--- src/rtl/uart_pkg.sv ---
// uart_pkg: shared types and helpers for uart_param_core.
//   rx_state_e / tx_state_e : receiver / transmitter FSM states
//   uart_div_f              : clock cycles per oversample tick
//   uart_cnt_w_f            : counter width for a 0..n-1 counter (never 0)
// Macro UART_PARITY_EN adds the PARITY state to both enums.
package uart_pkg;

`ifdef UART_PARITY_EN
  typedef enum logic [2:0] {RX_IDLE, RX_START, RX_DATA, RX_PARITY, RX_STOP} rx_state_e;
  typedef enum logic [2:0] {TX_IDLE, TX_START, TX_DATA, TX_PARITY, TX_STOP} tx_state_e;
`else
  typedef enum logic [2:0] {RX_IDLE, RX_START, RX_DATA, RX_STOP} rx_state_e;
  typedef enum logic [2:0] {TX_IDLE, TX_START, TX_DATA, TX_STOP} tx_state_e;
`endif

  localparam int DEF_DATA_BITS  = 8;
  localparam int DEF_OVERSAMPLE = 16;
  localparam int DEF_BIT_W      = $clog2(DEF_DATA_BITS);
  localparam int DEF_OS_W       = $clog2(DEF_OVERSAMPLE);

  function automatic int uart_div_f(input int clk_hz, input int baud, input int os);
    return clk_hz / (baud * os);
  endfunction

  function automatic int uart_cnt_w_f(input int n);
    return (n > 1) ? $clog2(n) : 1;
  endfunction

endpackage

--- src/rtl/uart_if.sv ---
// uart_if: parallel side of uart_param_core.
//   tx_data/tx_valid -> core, tx_ready/tx_busy <- core
//   rx_data/rx_valid/rx_frame_err/rx_parity_err <- core
// master = user logic (FIFO/counters), slave = the UART core.
interface uart_if #(parameter int DATA_BITS = 8) ();
  logic [DATA_BITS-1:0] tx_data;
  logic                 tx_valid;
  logic                 tx_ready;
  logic                 tx_busy;
  logic [DATA_BITS-1:0] rx_data;
  logic                 rx_valid;
  logic                 rx_frame_err;
  logic                 rx_parity_err;

  modport master (
    output tx_data, tx_valid,
    input  tx_ready, tx_busy, rx_data, rx_valid, rx_frame_err, rx_parity_err
  );

  modport slave (
    input  tx_data, tx_valid,
    output tx_ready, tx_busy, rx_data, rx_valid, rx_frame_err, rx_parity_err
  );
endinterface

--- src/rtl/uart_os_tick.sv ---
// uart_os_tick: free-running oversample tick generator.
//   clk, rst : system clock, async active-high reset
//   tick_o   : one-cycle pulse every DIV = CLK_HZ/(BAUD*OVERSAMPLE) cycles
module uart_os_tick
  import uart_pkg::*;
#(
  parameter int CLK_HZ     = 100_000_000,
  parameter int BAUD       = 9600,
  parameter int OVERSAMPLE = 16
) (
  input  logic clk,
  input  logic rst,
  output logic tick_o
);
  localparam int DIV = uart_div_f(CLK_HZ, BAUD, OVERSAMPLE);
  localparam int CW  = uart_cnt_w_f(DIV);
  localparam logic [CW-1:0] LAST = CW'(DIV - 1);

  logic [CW-1:0] cnt_q, cnt_d;

  always_comb cnt_d = (cnt_q == LAST) ? '0 : cnt_q + 1'b1;

  always_ff @(posedge clk or posedge rst) begin
    if (rst) cnt_q <= '0;
    else     cnt_q <= cnt_d;
  end

  assign tick_o = (cnt_q == LAST);
endmodule

--- src/rtl/uart_param_core.sv ---
// uart_param_core: parametrised full-duplex UART.
//   clk, rst : system clock, async active-high reset
//   rx_i     : serial input (asynchronous, synchronised here)
//   tx_o     : serial output, registered, idles high
//   bus      : uart_if.slave -- tx ready/valid handshake, rx results
// Optional feature: define UART_PARITY_EN for one parity bit per frame
// (odd when PARITY_ODD=1, even otherwise). Without it rx_parity_err is 0.
module uart_param_core
  import uart_pkg::*;
#(
  parameter int CLK_HZ     = 100_000_000,
  parameter int BAUD       = 9600,
  parameter int OVERSAMPLE = 16,
  parameter int DATA_BITS  = 8,
  parameter int STOP_BITS  = 1,
  parameter int PARITY_ODD = 0
) (
  input  logic   clk,
  input  logic   rst,
  input  logic   rx_i,
  output logic   tx_o,
  uart_if.slave  bus
);
  localparam int OS_W = uart_cnt_w_f(OVERSAMPLE);
  localparam int BIT_W = uart_cnt_w_f(DATA_BITS);
  localparam logic [OS_W-1:0]  OS_LAST   = OS_W'(OVERSAMPLE - 1);
  localparam logic [OS_W-1:0]  OS_HALF   = OS_W'(OVERSAMPLE / 2 - 1);
  localparam logic [BIT_W-1:0] BIT_LAST  = BIT_W'(DATA_BITS - 1);
  localparam logic             STOP_LAST = (STOP_BITS == 2);

`ifdef UART_PARITY_EN
  localparam logic PAR_ODD = (PARITY_ODD != 0);
`else
  // PARITY_ODD has no effect without parity support.
  logic unused_parity_odd;
  assign unused_parity_odd = PARITY_ODD[0];
`endif

  logic tick;

  uart_os_tick #(
    .CLK_HZ    (CLK_HZ),
    .BAUD      (BAUD),
    .OVERSAMPLE(OVERSAMPLE)
  ) u_tick (
    .clk   (clk),
    .rst   (rst),
    .tick_o(tick)
  );

  // ---------------- RX synchroniser + edge detect ----------------
  logic rx_meta_q, rxs_q, rxs_dly_q;

  always_ff @(posedge clk or posedge rst) begin
    if (rst) begin
      rx_meta_q <= 1'b1;
      rxs_q     <= 1'b1;
      rxs_dly_q <= 1'b1;
    end else begin
      rx_meta_q <= rx_i;
      rxs_q     <= rx_meta_q;
      rxs_dly_q <= rxs_q;
    end
  end

  // ---------------- RX FSM ----------------
  rx_state_e            rx_st_q;
  logic [OS_W-1:0]      rx_os_q;
  logic [BIT_W-1:0]     rx_bit_q;
  logic [DATA_BITS-1:0] rx_sh_q, rx_data_q;
  logic                 rx_valid_q, rx_ferr_q;
  logic                 rx_sample;
`ifdef UART_PARITY_EN
  logic                 rx_pbad_q, rx_perr_q;
`endif

  assign rx_sample = tick && (rx_os_q == OS_LAST);

  always_ff @(posedge clk or posedge rst) begin
    if (rst) begin
      rx_st_q    <= RX_IDLE;
      rx_os_q    <= '0;
      rx_bit_q   <= '0;
      rx_sh_q    <= '0;
      rx_data_q  <= '0;
      rx_valid_q <= 1'b0;
      rx_ferr_q  <= 1'b0;
`ifdef UART_PARITY_EN
      rx_pbad_q  <= 1'b0;
      rx_perr_q  <= 1'b0;
`endif
    end else begin
      rx_valid_q <= 1'b0;
      if (tick && rx_st_q != RX_IDLE)
        rx_os_q <= (rx_os_q == OS_LAST) ? '0 : rx_os_q + 1'b1;
      case (rx_st_q)
        RX_IDLE: begin
          if (rxs_dly_q && !rxs_q) begin
            rx_os_q <= '0;
            rx_st_q <= RX_START;
          end
        end
        RX_START: begin
          // Mid start bit: a high line here means the edge was a glitch.
          if (tick && rx_os_q == OS_HALF) begin
            rx_os_q  <= '0;
            rx_bit_q <= '0;
            rx_st_q  <= rxs_q ? RX_IDLE : RX_DATA;
          end
        end
        RX_DATA: begin
          if (rx_sample) begin
            rx_sh_q  <= {rxs_q, rx_sh_q[DATA_BITS-1:1]};
            rx_bit_q <= rx_bit_q + 1'b1;
            if (rx_bit_q == BIT_LAST) begin
`ifdef UART_PARITY_EN
              rx_st_q <= RX_PARITY;
`else
              rx_st_q <= RX_STOP;
`endif
            end
          end
        end
`ifdef UART_PARITY_EN
        RX_PARITY: begin
          if (rx_sample) begin
            rx_pbad_q <= rxs_q != ((^rx_sh_q) ^ PAR_ODD);
            rx_st_q   <= RX_STOP;
          end
        end
`endif
        RX_STOP: begin
          // Leave at mid-stop so the next falling edge is caught promptly.
          if (rx_sample) begin
            rx_valid_q <= 1'b1;
            rx_data_q  <= rx_sh_q;
            rx_ferr_q  <= !rxs_q;
`ifdef UART_PARITY_EN
            rx_perr_q  <= rx_pbad_q;
`endif
            rx_st_q    <= RX_IDLE;
          end
        end
        default: rx_st_q <= RX_IDLE;
      endcase
    end
  end

  assign bus.rx_data      = rx_data_q;
  assign bus.rx_valid     = rx_valid_q;
  assign bus.rx_frame_err = rx_ferr_q;
`ifdef UART_PARITY_EN
  assign bus.rx_parity_err = rx_perr_q;
`else
  assign bus.rx_parity_err = 1'b0;
`endif

  // ---------------- TX FSM ----------------
  tx_state_e            tx_st_q;
  logic [OS_W-1:0]      tx_os_q;
  logic [BIT_W-1:0]     tx_bit_q;
  logic [DATA_BITS-1:0] tx_sh_q;
  logic                 tx_stop_q;
  logic                 tx_q, tx_ready_q, tx_busy_q;
  logic                 tx_bit_end;
`ifdef UART_PARITY_EN
  logic                 tx_par_q;
`endif

  assign tx_bit_end = tick && (tx_os_q == OS_LAST);

  always_ff @(posedge clk or posedge rst) begin
    if (rst) begin
      tx_st_q    <= TX_IDLE;
      tx_os_q    <= '0;
      tx_bit_q   <= '0;
      tx_sh_q    <= '0;
      tx_stop_q  <= 1'b0;
      tx_q       <= 1'b1;
      tx_ready_q <= 1'b1;
      tx_busy_q  <= 1'b0;
`ifdef UART_PARITY_EN
      tx_par_q   <= 1'b0;
`endif
    end else begin
      if (tick && tx_st_q != TX_IDLE)
        tx_os_q <= (tx_os_q == OS_LAST) ? '0 : tx_os_q + 1'b1;
      case (tx_st_q)
        TX_IDLE: begin
          // Tick phase is not realigned here, so the start bit may be short.
          if (bus.tx_valid && tx_ready_q) begin
            tx_sh_q    <= bus.tx_data;
`ifdef UART_PARITY_EN
            tx_par_q   <= (^bus.tx_data) ^ PAR_ODD;
`endif
            tx_os_q    <= '0;
            tx_q       <= 1'b0;
            tx_ready_q <= 1'b0;
            tx_busy_q  <= 1'b1;
            tx_st_q    <= TX_START;
          end
        end
        TX_START: begin
          if (tx_bit_end) begin
            tx_q     <= tx_sh_q[0];
            tx_sh_q  <= tx_sh_q >> 1;
            tx_bit_q <= '0;
            tx_st_q  <= TX_DATA;
          end
        end
        TX_DATA: begin
          if (tx_bit_end) begin
            if (tx_bit_q == BIT_LAST) begin
`ifdef UART_PARITY_EN
              tx_q      <= tx_par_q;
              tx_st_q   <= TX_PARITY;
`else
              tx_q      <= 1'b1;
              tx_stop_q <= 1'b0;
              tx_st_q   <= TX_STOP;
`endif
            end else begin
              tx_q     <= tx_sh_q[0];
              tx_sh_q  <= tx_sh_q >> 1;
              tx_bit_q <= tx_bit_q + 1'b1;
            end
          end
        end
`ifdef UART_PARITY_EN
        TX_PARITY: begin
          if (tx_bit_end) begin
            tx_q      <= 1'b1;
            tx_stop_q <= 1'b0;
            tx_st_q   <= TX_STOP;
          end
        end
`endif
        TX_STOP: begin
          if (tx_bit_end) begin
            if (tx_stop_q == STOP_LAST) begin
              tx_ready_q <= 1'b1;
              tx_busy_q  <= 1'b0;
              tx_st_q    <= TX_IDLE;
            end else begin
              tx_stop_q <= 1'b1;
            end
          end
        end
        default: tx_st_q <= TX_IDLE;
      endcase
    end
  end

  assign tx_o         = tx_q;
  assign bus.tx_ready = tx_ready_q;
  assign bus.tx_busy  = tx_busy_q;
endmodule

--- src/flat_wrapper.sv ---
// flat-port wrapper written by rule: the top's interface ports become plain ports
module uart_param_core_flat import uart_pkg::*;
#(
  parameter int CLK_HZ     = 100_000_000,
  parameter int BAUD       = 9600,
  parameter int OVERSAMPLE = 16,
  parameter int DATA_BITS  = 8,
  parameter int STOP_BITS  = 1,
  parameter int PARITY_ODD = 0
)
  (clk, rst, rx_i, tx_o, bus_tx_data, bus_tx_valid, bus_tx_ready, bus_tx_busy, bus_rx_data, bus_rx_valid, bus_rx_frame_err, bus_rx_parity_err);
  uart_if #(.DATA_BITS(DATA_BITS)) bus_i ();
  input  logic clk;
  input  logic rst;
  input  logic rx_i;
  output logic tx_o;
  input wire logic [$bits(bus_i.tx_data)-1:0] bus_tx_data;
  input wire logic [$bits(bus_i.tx_valid)-1:0] bus_tx_valid;
  output wire logic [$bits(bus_i.tx_ready)-1:0] bus_tx_ready;
  output wire logic [$bits(bus_i.tx_busy)-1:0] bus_tx_busy;
  output wire logic [$bits(bus_i.rx_data)-1:0] bus_rx_data;
  output wire logic [$bits(bus_i.rx_valid)-1:0] bus_rx_valid;
  output wire logic [$bits(bus_i.rx_frame_err)-1:0] bus_rx_frame_err;
  output wire logic [$bits(bus_i.rx_parity_err)-1:0] bus_rx_parity_err;
  assign bus_i.tx_data = bus_tx_data;
  assign bus_i.tx_valid = bus_tx_valid;
  assign bus_tx_ready = bus_i.tx_ready;
  assign bus_tx_busy = bus_i.tx_busy;
  assign bus_rx_data = bus_i.rx_data;
  assign bus_rx_valid = bus_i.rx_valid;
  assign bus_rx_frame_err = bus_i.rx_frame_err;
  assign bus_rx_parity_err = bus_i.rx_parity_err;
  uart_param_core #(.CLK_HZ(CLK_HZ), .BAUD(BAUD), .OVERSAMPLE(OVERSAMPLE), .DATA_BITS(DATA_BITS), .STOP_BITS(STOP_BITS), .PARITY_ODD(PARITY_ODD)) u_core (.clk(clk), .rst(rst), .rx_i(rx_i), .tx_o(tx_o), .bus(bus_i));
endmodule
--- config.mk ---
export PLATFORM = sky130hd
export DESIGN_NAME = uart_param_core_flat
export DESIGN_NICKNAME = d
export VERILOG_FILES = /design/src/rtl/uart_pkg.sv /design/src/rtl/uart_if.sv /design/src/rtl/uart_os_tick.sv /design/src/rtl/uart_param_core.sv /design/src/flat_wrapper.sv
export SDC_FILE = /design/constraint.sdc
export NUM_CORES = 1
export LEC_CHECK = 0
export CORE_MARGIN = 1.5
export CORE_UTILIZATION = 57
export DETAILED_ROUTE_END_ITERATION = 7
export HOLD_SLACK_MARGIN = 0.15
export PLACE_DENSITY = 0.87
export SYNTH_ARGS = -nofsm -noshare
export SYNTH_HDL_FRONTEND = slang
export SYNTH_SLANG_ARGS = --single-unit
export TNS_END_PERCENT = 10
--- constraint.sdc ---
create_clock -name clk -period 2 [get_ports clk]
set_input_delay 0.2 -clock clk [delete_from_list [all_inputs] [get_ports clk]]
set_output_delay 0.2 -clock clk [all_outputs]
set_load 0.05 [all_outputs]
[Word level (Yosys, flattened, before mapping)]
Index checks and enable logic that the tools add are counted.
Operators by class
  eq/ne operators: 24
  reduce and logical (&&, ||, !) cells: 27
  mux-type cells: 55
  $add $sub $neg: 5
Operators by type and width (number)
  2-to-1 mux 3 bit: 16
  2-to-1 mux 4 bit: 8
  2-to-1 mux 8 bit: 4
  case mux 3 bit (4 select lines): 2
  case mux 8 bit (3 select lines): 1
  inequality test 2 x 1 -> 1 bit, second input constant: 10
  AND reduction 4 bit: 4
  2-to-1 mux 1 bit: 15
  == test 3 x 2 -> 1 bit, second input constant: 4
  case mux 3 bit (2 select lines): 2
  adder 10 x 1 -> 10 bit, second input constant: 1
  == test 10 bit, second input constant: 1
  2-to-1 mux 10 bit: 1
  AND reduction 5 bit: 2
  nonzero test 3 bit: 3
  adder 4 x 1 -> 4 bit, second input constant: 2
  == test 4 bit, second input constant: 2
  case mux 4 bit (2 select lines): 1
  nonzero test 2 bit: 4
  logical AND 1 bit: 7
  adder 3 x 1 -> 3 bit, second input constant: 2
  == test 3 x 1 -> 1 bit, second input constant: 2
  == test 3 bit, second input constant: 2
  logical NOT 3 bit: 2
  other kinds (9): 13
Storage, ports and cells
  output and inout bits: 14
  input bits: 12
  logic and storage cells: 130
  register bits: 63

[Depth between registers and ports, before layout]
Gate-level depths: netlist (run 1).
  depth after elaboration: 5
  gate-level depth with buffers: 8
  depth with buffers taken out: 7

[By module]
From an unflattened synthesis (run 1), not the netlist that was laid out.
Unflattened totals
  cell total of the unflattened synthesis: 277
  area total of the unflattened synthesis: 3051.7 um2
Modules (own cells, without submodules)
  uart_param_core: area each 2523.7 um2, sequential area each 1257.5 um2, times used 1, cells an instance 230
  uart_os_tick: area each 528.0 um2, sequential area each 250.2 um2, times used 1, cells an instance 47

[Worst setup path after synthesis (run 1)]
Ideal clock, no wire load.
  path kind: register to register
  start: register u_core.u_tick.cnt_q[0]
  end: register u_core.tx_sh_q[0]
  stages on the path, launching flop included: 9
  required time: 1881 ps
  path buffers: 1
  period minus slack after synthesis: 1804 ps
  data arrival time: 1685 ps
  slack: 196 ps
  setup time: 119 ps
  path through: dfrtp_1 inv_1 ha_1 nand4b_2 nor4_4 o21ai_2 buf_6 nand2_1 o21ai_2
On the way
  cells in the longest elaborated chain, start to end: 4
RTL lines
  start: declaration: line uart_os_tick.sv:19  | logic [CW-1:0] cnt_q, cnt_d;
  start signal: assignment: line uart_os_tick.sv:25  | else cnt_q <= cnt_d;
  == test 10 bit (*): line uart_os_tick.sv:28  | assign tick_o = (cnt_q == LAST);
  logical AND 1 bit (*): line uart_param_core.sv:170  | assign tx_bit_end = tick && (tx_os_q == OS_LAST);
  inequality test 2 x 1 -> 1 bit (no line)
  AND reduction 5 bit (no line) (*)
  end signal: assignment: line uart_param_core.sv:192  | tx_sh_q <= bus.tx_data;
  end signal: assignment: line uart_param_core.sv:206  | tx_sh_q <= tx_sh_q >> 1;
  end signal: assignment: line uart_param_core.sv:224  | tx_sh_q <= tx_sh_q >> 1;
  end: declaration: line uart_param_core.sv:162  | logic [DATA_BITS-1:0] tx_sh_q;
Every way passes the cells marked *; elsewhere a longest branch is shown, timed or not.
A chain may end at the register's enable or synchronous reset.

[Final worst setup path (run 1)]
  start: register u_core.rx_bit_q[0]
  end: register u_core.rx_st_q[1]
On the way
  cells in the longest elaborated chain, start to end: 3
RTL lines
  start: declaration: line uart_param_core.sv:69  | logic [BIT_W-1:0] rx_bit_q;
  start signal: assignment: line uart_param_core.sv:114  | rx_bit_q <= rx_bit_q + 1'b1;
  == test 3 bit: line uart_param_core.sv:115  | if (rx_bit_q == BIT_LAST) begin
  inequality test 2 x 1 -> 1 bit (no line)
  AND reduction 5 bit (no line)
  end signal: assignment: line uart_param_core.sv:108  | rx_st_q <= rxs_q ? RX_IDLE : RX_DATA;
  end: declaration: line uart_param_core.sv:67  | rx_state_e rx_st_q;
Every way passes these cells.

==> impl_metrics.py, run 1 <==
metrics = {
    "outcome": {
        "status": "completed",
    },
    "clock_tree": {
        "htree_levels": 3,
        "cts_resized": 1,
        "post_cts_buffers": 0,
        "clock_latency_ns": 0.35,
        "cts_buffers": 9,
        "clockBufferDepth": 2,
        "cts_tree": "yes",
        "cts_hold_buf": 0,
        "path_clk_slew_ns": 0.07,
        "clock_sinks": 60,
        "clockRootBuffer": "clkbuf_8",
    },
    "worst_setup_path": {
        "worstSetupEndpointType": "flop",
        "crit_type": "flop to flop",
        "cp.arrival_ns": 2.16,
        "critical_path.startpoint_type": "flop",
        "worstPathMaxFanout": 4,
        "worstPathRequired_ns": 2.24,
    },
    "placement": {
        "portBuffers": 24,
        "gp_routability_congestion": 0.818,
        "dp_hpwl_um": 3950,
    },
    "floorplanning": {
        "rows": 26,
        "die_w_um": 75.4,
        "core_area_um2": 5070,
        "initial_core_util_pct": 58.9,
        "dieArea_um2": 5690,
        "ios": 26,
        "die_h_um": 75.4,
    },
    "global_routing": {
        "overflow": 0,
        "grt_usage_pct": 24.0,
        "grt_pass1_vias": 2208,
        "grt_pass1_wl_um": 9960,
        "antenna_found_initial": 0,
        "grt_max_degree": 61,
    },
    "routing": {
        "vias": 2195,
        "first_iter_violations": 89,
        "drc_errors": 0,
        "ant_nets": 0,
        "drt_pass1_iterations": 4,
        "drt-total-wl_um": 6000,
        "via_per_inst": 5.66,
        "wire_per_inst_um": 15.5,
    },
    "yosys": {
        "synth-simple-area-share_pct": 16.4,
        "synthMuxAreaShare_pct": 9.71,
        "yosys.area.top_type": "dfrtp_1",
        "yosys-top-cells-area": "dfrtp_1, ha_1, mux2_2",
        "synth-xor-area-share_pct": 3.22,
        "syn_nets": 302,
        "synth_compound_area_share_pct": 10.5,
        "synth.distinct_cells": 55,
        "netlist_area_um2": 2990,
        "synth_ff_type": "dfrtp_1",
        "ys_warn_count": 0,
        "avgSynthCellArea_um2": 11.0,
        "synth_top_family_by_area": "simple AND/OR/NAND/NOR gates",
        "synth_adder_area_share_pct": 7.11,
        "synthArstFlopShare_pct": 100,
        "syn_inst": 273,
        "ys_seq_area_share_pct": 50.4,
        "yosysTopAreaCellShare_pct": 46.0,
        "synth-seq-cells": 60,
        "synth_edf_count": 0,
    },
    "power_and_ir_drop": {
        "p_int_w": 0.00202,
        "pwr-share-comb_pct": 9.0,
        "power.share.clock_pct": 44.9,
        "ir_worst_vdd_mv": 0.686,
        "swShare_pct": 25.1,
        "p_total_w": 0.00270,
        "p_per_area_nw_per_um2": 741,
        "p_leak_nw": 1.73,
        "seqPwrFrac_pct": 46.2,
        "switching_power_w": 0.000679,
    },
    "timing": {
        "fin_crit_sh_pct": 96.3,
        "period_needed_ns": 1.93,
        "slew_viol_final": 0,
        "rsz0062_at_grt": "true",
        "relSlewSlack_pct": 66.0,
        "hold_viol_final": 0,
        "worst_clock_skew_ns": 0.00670,
        "tightest_slew_ns": 0.508,
        "finalSetupViolations": 0,
        "fmax_mhz": 519,
    },
    "finish": {
        "register_area_um2": 1510,
        "multi_input_area_um2": 1450,
        "fin_util_pct": 71.9,
        "areaGrowthSynthToFinish_pct": 22.1,
        "drive_gt1_share_pct": 21.1,
        "antennaDiodeCount": 0,
        "fillers": 344,
        "nets": 342,
    },
    "flow_run": {
        "max_cap_violations": 0,
    },
    "worst_hold_path": {
        "holdCritPathClass": "input pin to async pin",
    },
}
-- final timing paths --
check                                                     from                             to  slack (ns)  cells past startpoint
worst max register to register  u_core.rx_bit_q[0]$_DFFE_PP0P_  u_core.rx_st_q[1]$_DFFE_PP0P_        0.07                      7
max in group asynchronous                                  rst        u_core.tx_o$_DFFE_PP1P_        1.45                      3
min in group clk                                          rx_i     u_core.rx_meta_q$_DFF_PP1_        0.27                      1
worst max-delay path            u_core.rx_bit_q[0]$_DFFE_PP0P_  u_core.rx_st_q[1]$_DFFE_PP0P_        0.07                      7
worst min-delay path                                       rst  u_core.rx_sh_q[5]$_DFFE_PP0P_        0.23                      3
worst min register to register      u_core.rx_meta_q$_DFF_PP1_         u_core.rxs_q$_DFF_PP1_        0.36                      0
-- layer usage --
metal	global-route usage (%)	vias up	wire (um)
met5	0	-	0
li1	-	1050	-
met3	7.28	13	216
met1	29.6	1087	2640
met4	11.3	0	114
met2	38.7	45	3030
-- sequential cells by signal (all words and copies together), names as in the netlist, 2 cells and up --
register	count
u_core.bus.rx_data	8
u_core.rx_bit_q	3
u_core.rx_os_q	4
u_core.rx_sh_q	8
u_core.rx_st_q	2
u_core.tx_bit_q	3
u_core.tx_os_q	4
u_core.tx_sh_q	8
u_core.tx_st_q	2
u_core.u_tick.cnt_q	10
-- power by group through the flow --
stage | Clock, W | Combinational (W) | Sequential [W]
floorplan | 0 | 0.000166 | 0.00127
global placement | 0 | 0.000225 | 0.00127
detailed placement | 0 | 0.000233 | 0.00127
CTS | 0.00123 | 0.000241 | 0.00125
global route | 0.00128 | 0.000265 | 0.00125
finish | 0.00121 | 0.000242 | 0.00125
-- critical path, stage by stage (launching register included) --
cell      delay (ns)
dfrtp_1         0.40
ha_1            0.17
ha_1            0.14
nor4bb_1        0.33
nand4_1         0.17
a22oi_2         0.20
a41oi_1         0.17
a41o_1          0.25
-- metrics by stage --
step | setup slack [ns] | cells | setup TNS (ns) | instance area, um2 | hold WS (ns)
2_1_floorplan | 0.196 | 273 | 0 | 2990 | 0.204
3_3_place_gp | 0.0925 | 372 | 0 | 3380 | 0.348
3_5_place_dp | -0.00274 | 372 | -0.00274 | 3380 | 0.355
4_1_cts | 0.0324 | 388 | 0 | 3610 | 0.245
5_1_grt | -0.0721 | 388 | -0.589 | 3650 | 0.270
6_report | 0.0749 | 388 | 0 | 3650 | 0.227
-- Yosys cell counts, types with 2 or more instances --
cell      instances
dfrtp_1          55
nand2_1          30
nor2_1           18
ha_1             17
mux2_2           16
o21ai_0          14
mux2i_1          11
o21ai_1          10
inv_1             9
nand3_1           8
xnor2_1           7
nor3_1            6
dfstp_2           5
a21oi_1           4
and2_1            4
xor2_1            4
and3_1            3
clkbuf_1          3
nor4_1            3
o21ai_2           3
a21boi_0          2
a22o_1            2
and4_1            2
buf_2             2
nand2b_1          2
nand4_1           2
nor2b_1           2
o21bai_1          2
-- final cells by class --
| cell class | count | area share, % |
|---|---|---|
| multi-input combinational | 197 | 39.8 |
| sequential | 60 | 41.3 |
| clock inverter | 7 | 2.78 |
| tap | 70 | 2.40 |
| inverter | 9 | 0.926 |
| timing repair buffer | 36 | 9.39 |
| clock buffer | 9 | 3.39 |
-- logic make-up (layout without fill, tap and decap cells) --
kind of cell,count (synthesis),in the layout
adder cells (fa/ha/maj),17,17
buffers and inverters,16,61
flip-flops,60,60
multiplexers,27,27
AND/OR/NAND/NOR,92,92
XOR/XNOR,11,11
AO/OA/AOI/OAI,49,49
other,1,1
-- cells in the final DEF (no fill, tap or decap), drive strengths merged, types with 2 or more instances in the layout --
master	n
dfrtp	55
mux2i	11
bufinv	2
ha	17
clkbuf	9
a21oi	5
o21ai	27
nor2	18
dfstp	5
a22o	2
a21boi	2
clkinvlp	2
and4	2
nor3	7
nand3	8
clkdlybuf4s50	24
buf	12
nand2	31
mux2	16
nand4	2
xnor2	7
clkinv	3
nand4b	2
inv	9
nor2b	2
and3	3
and2	4
nand2b	2
nor4	4
xor2	4
o21bai	2
(Power assumes the default switching activity.)
==> run 2: changes to the inputs <==
--- a/config.mk
+++ b/config.mk
@@ -10,6 +10,7 @@
 export DETAILED_ROUTE_END_ITERATION = 7
 export HOLD_SLACK_MARGIN = 0.15
 export PLACE_DENSITY = 0.87
+export SKIP_CTS_REPAIR_TIMING = 1
 export SYNTH_ARGS = -nofsm -noshare
 export SYNTH_HDL_FRONTEND = slang
 export SYNTH_SLANG_ARGS = --single-unit
==> results of run 2 <==
No change in the layout: final DEF, timing and power equal those of run 1.
==> run 3: changes to the inputs <==
--- a/config.mk
+++ b/config.mk
@@ -6,8 +6,9 @@
 export NUM_CORES = 1
 export LEC_CHECK = 0
 export CORE_MARGIN = 1.5
-export CORE_UTILIZATION = 57
+export CORE_UTILIZATION = 63
 export DETAILED_ROUTE_END_ITERATION = 7
+export DONT_BUFFER_PORTS = 1
 export HOLD_SLACK_MARGIN = 0.15
 export PLACE_DENSITY = 0.87
 export SKIP_CTS_REPAIR_TIMING = 1
==> constraint.sdc (replaced) <==
create_clock -name clk -period 2.09 [get_ports clk]
set_input_delay 0.209 -clock clk [delete_from_list [all_inputs] [get_ports clk]]
set_output_delay 0.209 -clock clk [all_outputs]
set_load 0.05 [all_outputs]
==> impl_metrics.py, run 3 (synthesis gave the netlist of run 1 again) <==
metrics = {
    "outcome": {
        "status": "complete, but fails checks",
        "violations": "setup timing",
    },
    "worst_setup_path": {
        "cpMaxStageDelayCell": "dfrtp_1",
        "reg2reg_from": "u_core.rx_os_q[1]$_DFF_PP0_",
        "worstSetupEndpointType": "flop",
        "cp_num_buf_inv": 0,
        "crit_chain": "ha_1, and3_2, nand4_1, a22oi_2, a41oi_1, a41o_1",
        "crit_family": "compound AO/OA/AOI/OAI gates",
        "crit_type": "flop to flop",
        "critical_path.startpoint_type": "flop",
        "cp.arrival_ns": 2.36,
        "worstPathRequired_ns": 2.33,
        "r2r_cells": 6,
        "worstPathMaxFanout": 6,
        "rrSetupSlack_ns": -0.03,
        "max_stage_delay_ns": 0.41,
        "reg2reg_to": "u_core.rx_st_q[1]$_DFFE_PP0P_",
    },
    "clock_tree": {
        "cts_buffers": 9,
        "clockBufferDepth": 2,
        "path_clk_slew_ns": 0.07,
        "clock_sinks": 60,
        "htree_levels": 3,
        "clockRootBuffer": "clkbuf_8",
        "clock_latency_ns": 0.35,
        "cts_tree": "yes",
    },
    "timing": {
        "fin_ws_ns": -0.0334,
        "relSlewSlack_pct": 63.2,
        "slew_viol_final": 0,
        "worst_clock_skew_ns": 0.00958,
        "hold_viol_final": 0,
        "fin_crit_sh_pct": 102,
        "period_needed_ns": 2.12,
        "hold_ws_ns": 0.314,
        "tightest_slew_ns": 0.550,
        "fmax_mhz": 471,
        "finalSetupViolations": 1,
    },
    "worst_hold_path": {
        "holdCritPathClass": "input pin to flop",
        "hold_depth": 4,
        "hold_path_end": "u_core.tx_os_q[0]$_DFF_PP0_",
        "min-delay-start": "bus_tx_valid",
    },
    "placement": {
        "dp.cells": 327,
        "placed_area_um2": 3100,
        "gp_routability_congestion": 0.814,
        "dp_hpwl_um": 3830,
        "portBuffers": 0,
    },
    "routing": {
        "vias": 2215,
        "wire_per_inst_um": 18.8,
        "ant_nets": 0,
        "drt_pass1_iterations": 4,
        "first_iter_violations": 156,
        "via_per_inst": 6.24,
        "drc_errors": 0,
        "drt-total-wl_um": 6660,
    },
    "finish": {
        "nets": 327,
        "fin_util_pct": 77.3,
        "final_cell_mix": "dfrtp_1, nand2_1, nor2_1",
        "instances_no_fill": 355,
        "drive_gt1_share_pct": 20.8,
        "regMostFlops": "u_core.u_tick.cnt_q",
        "final_cell_area_um2": 3460,
        "final_common_cell": "dfrtp_1",
        "largest_register_ffs": 10,
        "antennaDiodeCount": 0,
        "areaGrowthSynthToFinish_pct": 15.7,
    },
    "floorplanning": {
        "ios": 26,
        "initial_core_util_pct": 66.8,
        "core_area_um2": 4470,
        "dieArea_um2": 5170,
        "rows": 24,
        "die_w_um": 71.9,
        "die_h_um": 71.9,
    },
    "global_routing": {
        "antenna_found_initial": 0,
        "grt_pass1_vias": 2193,
        "grt_usage_pct": 25.3,
        "grt_pass1_wl_um": 9880,
        "overflow": 0,
        "grt_max_degree": 35,
    },
    "power_and_ir_drop": {
        "p_leak_nw": 1.68,
        "ir_worst_vdd_mv": 0.640,
        "p_total_w": 0.00262,
        "p_per_area_nw_per_um2": 756,
    },
    "flow_run": {
        "max_cap_violations": 0,
    },
}
## run 3: final cells by class
class	count	area, um2
clock buffer	10	138
clock inverter	6	87.6
fill	237	1010
inverter	9	33.8
multi-input combinational	197	1430
sequential	60	1510
tap	52	65.1
timing repair buffer	21	195
## run 3: worst register-to-register path: cells and delay by family (launching register included)
| family | cells | cell delay (ns) |
|---|---|---|
| compound gates | 3 | 0.78 |
| simple gates | 2 | 0.55 |
| flops | 1 | 0.41 |
| fa+ha+maj | 1 | 0.27 |
## run 3: through the flow
step	setup WS, ns	TNS [ns]
2_1_floorplan	0.286	0
3_5_place_dp	0.0315	0
5_1_grt	-0.0738	-0.0786
3_3_place_gp	0.136	0
4_1_cts	-0.00694	-0.00694
6_report	-0.0334	-0.0334
## run 3: power breakdown
group	switching [W]	internal, W
registers	0.0000197	0.00118
clock network	0.000476	0.000700
logic	0.000154	0.0000894
total	0.000650	0.00197
## run 3: per-layer routing
metal / part of all wire (%) / wire (um) / GRT usage [%] / vias to the layer above
met3: 3.3 / 221 / 6.11 / 17
li1: - / - / - / 1019
met1: 41 / 2750 / 31.0 / 1106
met4: 2.4 / 160 / 14.3 / 0
met5: 0 / 0 / 0 / -
met2: 53 / 3530 / 41.3 / 73
## run 3: how the worst max path moves through the flow
| stage | slack [ns] | cells past startpoint | from | to |
|---|---|---|---|---|
| 2_1_floorplan | 0.29 | 8 | u_core.u_tick.cnt_q[0]$_DFF_PP0_ | u_core.tx_sh_q[0]$_DFFE_PP0P_ |
| 3_3_place_gp | 0.14 | 7 | u_core.u_tick.cnt_q[0]$_DFF_PP0_ | u_core.tx_sh_q[0]$_DFFE_PP0P_ |
| 3_5_place_dp | 0.03 | 7 | u_core.u_tick.cnt_q[0]$_DFF_PP0_ | u_core.tx_sh_q[2]$_DFFE_PP0P_ |
| 4_1_cts | -0.007 | 7 | u_core.u_tick.cnt_q[0]$_DFF_PP0_ | u_core.tx_sh_q[2]$_DFFE_PP0P_ |
| 5_1_grt | -0.07 | 6 | u_core.rx_os_q[1]$_DFF_PP0_ | u_core.rx_st_q[1]$_DFFE_PP0P_ |
| 6_report | -0.03 | 6 | u_core.rx_os_q[1]$_DFF_PP0_ | u_core.rx_st_q[1]$_DFFE_PP0P_ |
